`config.mk`:
```
export PLATFORM = sky130hd
export DESIGN_NAME = mips_fetch_unit
export DESIGN_NICKNAME = d
export VERILOG_FILES = /design/src/rtl/mips_fetch_unit_pkg.sv /design/src/rtl/fetch_timeout_counter.sv /design/src/rtl/mips_fetch_unit.sv
export SDC_FILE = /design/constraint.sdc
export NUM_CORES = 1
export LEC_CHECK = 0
export CAP_MARGIN = 30
export CELL_PAD_IN_SITES_DETAIL_PLACEMENT = 1
export CELL_PAD_IN_SITES_GLOBAL_PLACEMENT = 2
export CORE_MARGIN = 4
export CORE_UTILIZATION = 27
export CTS_BUF_LIST = sky130_fd_sc_hd__clkbuf_2
export CTS_CLUSTER_DIAMETER = 120
export DETAILED_ROUTE_END_ITERATION = 8
export GPL_TIMING_DRIVEN = 1
export PLACE_DENSITY = 0.84
export SLEW_MARGIN = 20
export SYNTH_ARGS = -nofsm -noshare
export SYNTH_HDL_FRONTEND = slang
export SYNTH_SLANG_ARGS = --single-unit
```
`constraint.sdc`:
```
create_clock -name i_clk -period 4.4 [get_ports i_clk]
set_input_delay 0.88 -clock i_clk [delete_from_list [all_inputs] [get_ports i_clk]]
set_output_delay 0.88 -clock i_clk [all_outputs]
set_load 0.1 [all_outputs]
```
`src/rtl/mips_fetch_unit_pkg.sv`:
```
// Shared definitions for the MIPS instruction fetch unit and the multicycle CPU that reuses them.
package mips_fetch_unit_pkg;

  // StPend is the post-reset cycle: the unit is about to fetch but does not request yet.
  typedef enum logic [1:0] {
    StPend,
    StFetch,
    StDeliver,
    StFault
  } fetch_state_e;

  localparam logic [31:0] DefaultResetPc = 32'h0000_0000;
  localparam int unsigned DefaultTimeout = 255;
  localparam int unsigned TimeoutWidth   = 8;

endpackage

```
`src/rtl/fetch_timeout_counter.sv`:
```
// Counts FETCH cycles spent waiting for an ack; flags the cycle that would reach TIMEOUT.
module fetch_timeout_counter
  import mips_fetch_unit_pkg::*;
#(
  parameter int unsigned TIMEOUT = DefaultTimeout
) (
  input  logic i_clk,
  input  logic i_reset,
  input  logic i_clear,
  input  logic i_enable,
  output logic o_expired
);

  localparam logic [TimeoutWidth-1:0] LastCount = TimeoutWidth'(TIMEOUT - 1);

  logic [TimeoutWidth-1:0] r_count;

  always_ff @(posedge i_clk or posedge i_reset) begin
    if (i_reset) begin
      r_count <= '0;
    end else if (i_clear) begin
      r_count <= '0;
    end else if (i_enable) begin
      r_count <= r_count + TimeoutWidth'(1);
    end
  end

  // r_count holds the ack-less cycles already elapsed, so this cycle would be number TIMEOUT.
  assign o_expired = i_enable && (r_count == LastCount);

endmodule

```
`src/rtl/mips_fetch_unit.sv`:
```
// Instruction fetch front end: requests the word at pc, delivers it for one cycle, then loads pc_new.
module mips_fetch_unit
  import mips_fetch_unit_pkg::*;
#(
  parameter logic [31:0] RESET_PC = DefaultResetPc,
  parameter int unsigned TIMEOUT  = DefaultTimeout
) (
  input  logic        i_clk,
  input  logic        i_reset,
  input  logic [31:0] i_pc_new,
  output logic [31:0] o_pc,
  output logic [31:0] o_instr,
  output logic        o_instr_valid,
  output logic        o_mem_req,
  output logic [31:0] o_mem_addr,
  input  logic        i_mem_ack,
  input  logic [31:0] i_mem_rdata,
  output logic        o_fault,
  output logic [31:0] o_retired
);

  fetch_state_e r_state, w_state_next;
  logic [31:0]  r_pc, r_instr, r_retired;
  logic         w_in_fetch, w_misaligned, w_ack, w_expired;

  assign w_in_fetch   = (r_state == StFetch);
  assign w_misaligned = (r_pc[1:0] != 2'b00);
  // A misaligned pc never reaches memory; the FSM faults straight out of FETCH.
  assign o_mem_req    = w_in_fetch && !w_misaligned;
  assign w_ack        = o_mem_req && i_mem_ack;

  fetch_timeout_counter #(
    .TIMEOUT(TIMEOUT)
  ) u_timeout (
    .i_clk    (i_clk),
    .i_reset  (i_reset),
    .i_clear  (!w_in_fetch),
    .i_enable (o_mem_req && !i_mem_ack),
    .o_expired(w_expired)
  );

  always_comb begin
    w_state_next = r_state;
    unique case (r_state)
      StPend:    w_state_next = StFetch;
      StFetch: begin
        if (w_misaligned)   w_state_next = StFault;
        else if (w_ack)     w_state_next = StDeliver;
        else if (w_expired) w_state_next = StFault;
      end
      StDeliver: w_state_next = StFetch;
      StFault:   w_state_next = StFault;
    endcase
  end

  always_ff @(posedge i_clk or posedge i_reset) begin
    if (i_reset) begin
      r_state   <= StPend;
      r_pc      <= RESET_PC;
      r_instr   <= '0;
      r_retired <= '0;
    end else begin
      r_state <= w_state_next;
      if (w_ack) begin
        r_instr <= i_mem_rdata;
      end
      if (r_state == StDeliver) begin
        r_pc      <= i_pc_new;
        r_retired <= r_retired + 32'd1;
      end
    end
  end

  assign o_pc          = r_pc;
  assign o_mem_addr    = r_pc;
  assign o_instr       = r_instr;
  assign o_instr_valid = (r_state == StDeliver);
  assign o_fault       = (r_state == StFault);
  assign o_retired     = r_retired;

endmodule

```
Yosys cells after proc, flatten, opt, wreduce, memory -nomap -nowiden
Cells that the tools add are included.
W data, S select, Z words.
{ "word_totals": {"regBits": 106, "in_bits": 67, "wordCells": 28} }
{ "classes": {"add_sub_neg": 2, "eq_ne": 6, "mux": 6, "reduce_logical": 9} }
{ "ops": {"columns": ["op", "count"], "rows": [
  ["$add A32 B1 Y32 const B", 1],
  ["$mux W8", 2],
  ["$add A8 B1 Y8 const B", 1],
  ["$eq A8 B8 Y1 const B", 1],
  ["$mux W2", 3],
  ["$pmux W2 S3", 1],
  ["$eq A2 B2 Y1 const B", 2],
  ["$logic_and A1 B1 Y1", 4],
  ["$ne A4 B1 Y1 const B", 1],
  ["$eq A2 B1 Y1 const B", 1],
  ["$logic_not A1 Y1", 2],
  ["$logic_not A2 Y1", 1],
  ["$ne A2 B1 Y1 const B", 1],
  ["$reduce_bool A2 Y1", 1],
  ["$reduce_or A2 Y1", 1]
]} }

Longest topological paths before layout
{ "logic_depth": {"ltp_word": 9, "mapped_depth": 6} }

By module
A second synthesis with hierarchy kept.
{ "hier_totals": {"cells_unflattened": 340, "area_unflattened_um2": 4685.7} }
{ "by_module_without_submodules": {"columns": ["module", "n_inst", "cells_each", "area_each_um2", "seq_area_each_um2"], "rows": [
  ["mips_fetch_unit", 1, 298, 4266.6, 2452.4],
  ["fetch_timeout_counter", 1, 42, 419.2, 200.2]
]} }

Worst setup path before layout
Ideal clock, no wire load.
{ "synth_path": {"path_kind": "flip-flop to flip-flop", "startpoint": "reg r_pc[0], in the netlist o_mem_addr[0]", "endpoint": "reg r_instr[10], in the netlist o_instr[10]", "setup_time_ps": 126, "arrival_ps": 2894, "slack_ps": 1381, "stages_incl_launch_ff": 7, "cell_sequence": "dfrtp_1 -> or4b_1 -> buf_2 -> inv_1 -> nand2_1 -> buf_2 -> mux2_2"} }
{ "synth_between": {"elab_chain_len": 4} }
{ "synth_rtl": {"columns": ["item", "line_no", "source"], "rows": [
  ["from (decl)", "mips_fetch_unit.sv:23", "logic [31:0] r_pc, r_instr, r_retired;"],
  ["from (signal assigned)", "mips_fetch_unit.sv:68", "r_pc <= i_pc_new;"],
  ["$reduce_bool A2 Y1", "mips_fetch_unit.sv:27", "assign w_misaligned = (r_pc[1:0] != 2'b00);"],
  ["$logic_not A1 Y1", "mips_fetch_unit.sv:29", "assign o_mem_req = w_in_fetch && !w_misaligned;"],
  ["$logic_and A1 B1 Y1", "mips_fetch_unit.sv:29", null],
  ["net o_mem_req", "mips_fetch_unit.sv:14", "output logic o_mem_req,"],
  ["$logic_and A1 B1 Y1", "mips_fetch_unit.sv:30", "assign w_ack = o_mem_req && i_mem_ack;"],
  ["to (signal assigned)", "mips_fetch_unit.sv:65", "r_instr <= i_mem_rdata;"],
  ["to (decl)", "mips_fetch_unit.sv:23", null]
]} }
The timed path passes the listed nets, and every way through them passes these cells.
A chain may end at the register's enable or synchronous reset.

Worst setup path in the final report
{ "layout_path": {"startpoint": "reg r_state[0]", "endpoint": "out o_fault"} }
{ "layout_between": {"elab_chain_len": 1} }
{ "layout_rtl": {"columns": ["item", "line_no", "source"], "rows": [
  ["from (decl)", "mips_fetch_unit.sv:22", "fetch_state_e r_state, w_state_next;"],
  ["from (signal assigned)", "mips_fetch_unit.sv:58", "r_state <= StPend;"],
  ["from (signal assigned)", "mips_fetch_unit.sv:63", "r_state <= w_state_next;"],
  ["$eq A2 B2 Y1", "mips_fetch_unit.sv:78", "assign o_fault = (r_state == StFault);"],
  ["to (decl)", "mips_fetch_unit.sv:18", "output logic o_fault,"]
]} }
Every way passes these cells.

==> flow_summary.toml <==
[cts]
root_buffer = "clkbuf_2"
clockBufferDepth = 2
cts_tree = "yes"
cts_sinks = 106
htreeDepth = 3
numCtsBuffers = 9
cts-hold-fix-buffers = 0
postCtsSetupBuffers = 0
post_cts_resized = 0
clock_latency_ns = 0.61
clk_pin_slew_ns = 0.28

[floorplan]
start_util = 0.275
ios = 198
die_area_um2 = 19000
coreArea_um2 = 16600
rows = 47
die_h_um = 138
die_w_um = 138

[worst_setup_path]
crit_path_start_kind = "flop"
path_class = "flop to output port"
arrival_ns = 2.48
critical_path_required_ns = 3.52
end_kind = "output port"
critical_path.max_fanout = 8

[sta]
fin_setup_tns_ns = 0
hold_viol = 0
clock_skew_ns = 0.0338
rsz0062_at_grt = "no"
fmax_mhz = 297
fin_crit_sh = 0.764
tightest_slew_ns = 1.01
maxSlewViolCount = 0
layout_setup_ws_ns = 1.04
maxSlewHeadroom = 0.325
setup_viol = 0
min_period_ns = 3.36

[synth]
yosys_warnings = 0
synth.distinct_cells = 30
syn_area_per_cell_um2 = 12.9
seq_area_frac_synth = 0.581
syn_inst = 353
ys_ff_latch = 106
netlist_area_um2 = 4560
syn_nets = 423

[cells_and_area]
stdcell_area_um2 = 6730
seqCellArea_um2 = 2650
multi_input_area_um2 = 1590
syn_to_final_growth_pct = 47.4
fillers = 1798
drive_gt1_frac = 0.174
nets = 595

[detailed_routing]
viasPerCell = 4.38
drtPass1Iterations = 4
drtIter0Drc = 102
post_drt_wl_per_cell_um = 16.1
ant_nets = 0
drc = 0
drt-total-wl_um = 12100
dr_total_vias = 3299

[placement]
dp_slack_ns = 1.73
place_hpwl_um = 9330
place_congestion = 0.766
placed_area_um2 = 6620
place.port_buffers = 197

[power_and_ir_drop]
p_leak_uw = 0.00280
ir_worst_vdd_v = 0.000315
powerDensity_nw_per_um2 = 595

[global_routing]
grt_first_pass_wirelength_um = 19100
grt_usage = 0.130
grt_max_degree = 45
antenna_found_initial = 1
grt_pass1_vias = 3680
grt_overflow = 0

[outcome]
status = "completed"

[job]
maxCapViolCount = 0

[min_path]
hold_class = "flop to flop"
-- routing by layer --
layer  vias up  track usage  part of all wire  wire, um
li1       1528            -                 -         -
met1      1639        0.147              0.39      4720
met2       119        0.219              0.51      6190
met3        13       0.0591             0.090      1090
met4         0       0.0379             0.011       138
met5         -            0                 0         0
-- where the power goes --
part	switching, uW	total (uW)	internal (uW)	leakage [uW]
clock	344	421	77.1	0.0000521
combinational	1830	2350	525	0.00137
sequential	106	1230	1120	0.00138
total	2280	4000	1730	0.00280
-- worst max-delay path: stages (launching register included) --
cell and delay [ns]:
dfrtp_1 0.55, and2_1 0.18, clkdlybuf4s50_1 1.15
-- flip-flops by register name, indices dropped and copies added (netlist names) --
signal and cells:
u_timeout.r_count 8, o_instr 32, r_state 2, o_mem_addr 32, o_retired 32
-- per-stage QoR --
stage          hold WS (ns)  utilization  std cells  total power [uW]
3_5_place_dp          0.475        0.399        734              3620
6_report              0.492        0.406        753              4000
4_1_cts               0.504        0.405        750              4060
2_1_floorplan         0.497            -        353              3110
3_3_place_gp          0.464        0.396        732              3570
5_1_grt               0.516        0.406        753              4160
-- placed cells by master, fill, tap and decap left out, drive strengths merged, types with 4 or more instances in the layout --
| cell type | instances |
|---|---|
| inv | 10 |
| mux2 | 65 |
| xnor2 | 23 |
| clkinvlp | 4 |
| nand3 | 10 |
| xor2 | 13 |
| buf | 8 |
| dfrtp | 106 |
| nor3 | 8 |
| nor4 | 9 |
| clkdlybuf4s50 | 196 |
| nand4 | 11 |
| clkbuf | 9 |
| and2 | 4 |
| nand2 | 15 |
| and3 | 4 |
| nor2 | 12 |
-- cell usage after synthesis (all sizes together) --
library cell	count	area share
dfrtp	106	0.58
mux2	65	0.16
buf	39	0.060
xnor2	23	0.044
nand2	15	0.012
xor2	13	0.025
nor2	12	0.0099
nand4	11	0.015
nand3	10	0.011
inv	9	0.0074
nor4	9	0.012
nor3	8	0.0088
and2	4	0.0055
and3	4	0.0055
clkbuf	4	0.0033
ha	3	0.0082
mux2i	2	0.0044
nor2b	2	0.0027
nor4b	2	0.0038
o21ai	2	0.0022
or3	2	0.0027
or4b	2	0.0044
a21oi	1	0.0011
nand2b	1	0.0014
nand3b	1	0.0016
nand4b	1	0.0019
or2	1	0.0014
or4	1	0.0016
-- cells by family after synthesis --
kind of cell,synth area share
AND/OR/NAND/NOR,0.102
XOR/XNOR,0.0691
AO/OA/AOI/OAI,0.00329
flip-flops,0.581
buffers and inverters,0.0710
adder cells (fa/ha/maj),0.00823
multiplexers,0.165
-- path summary, 6_finish.rpt --
kind,startpoint,endpoint,slack (ns),cells after the start
max in group asynchronous,i_reset,o_retired[5],2.92,4
min in group asynchronous,i_reset,o_instr[4],0.61,2
max reg2reg,o_retired[0],o_retired[28],2.12,5
min reg2reg,o_retired[31],o_retired[31],0.49,1
max,r_state[0],o_fault,1.04,2
min,o_retired[31],o_retired[31],0.49,1
-- final cells by class --
| type | count | area share |
|---|---|---|
| clock buffer | 9 | 0.00670 |
| sequential | 106 | 0.394 |
| timing repair buffer | 204 | 0.307 |
| multi-input combinational | 195 | 0.237 |
| tap | 220 | 0.0409 |
| clock inverter | 7 | 0.00818 |
| antenna | 3 | 0.00112 |
| inverter | 9 | 0.00539 |
Power figures use the tool's default switching activity.
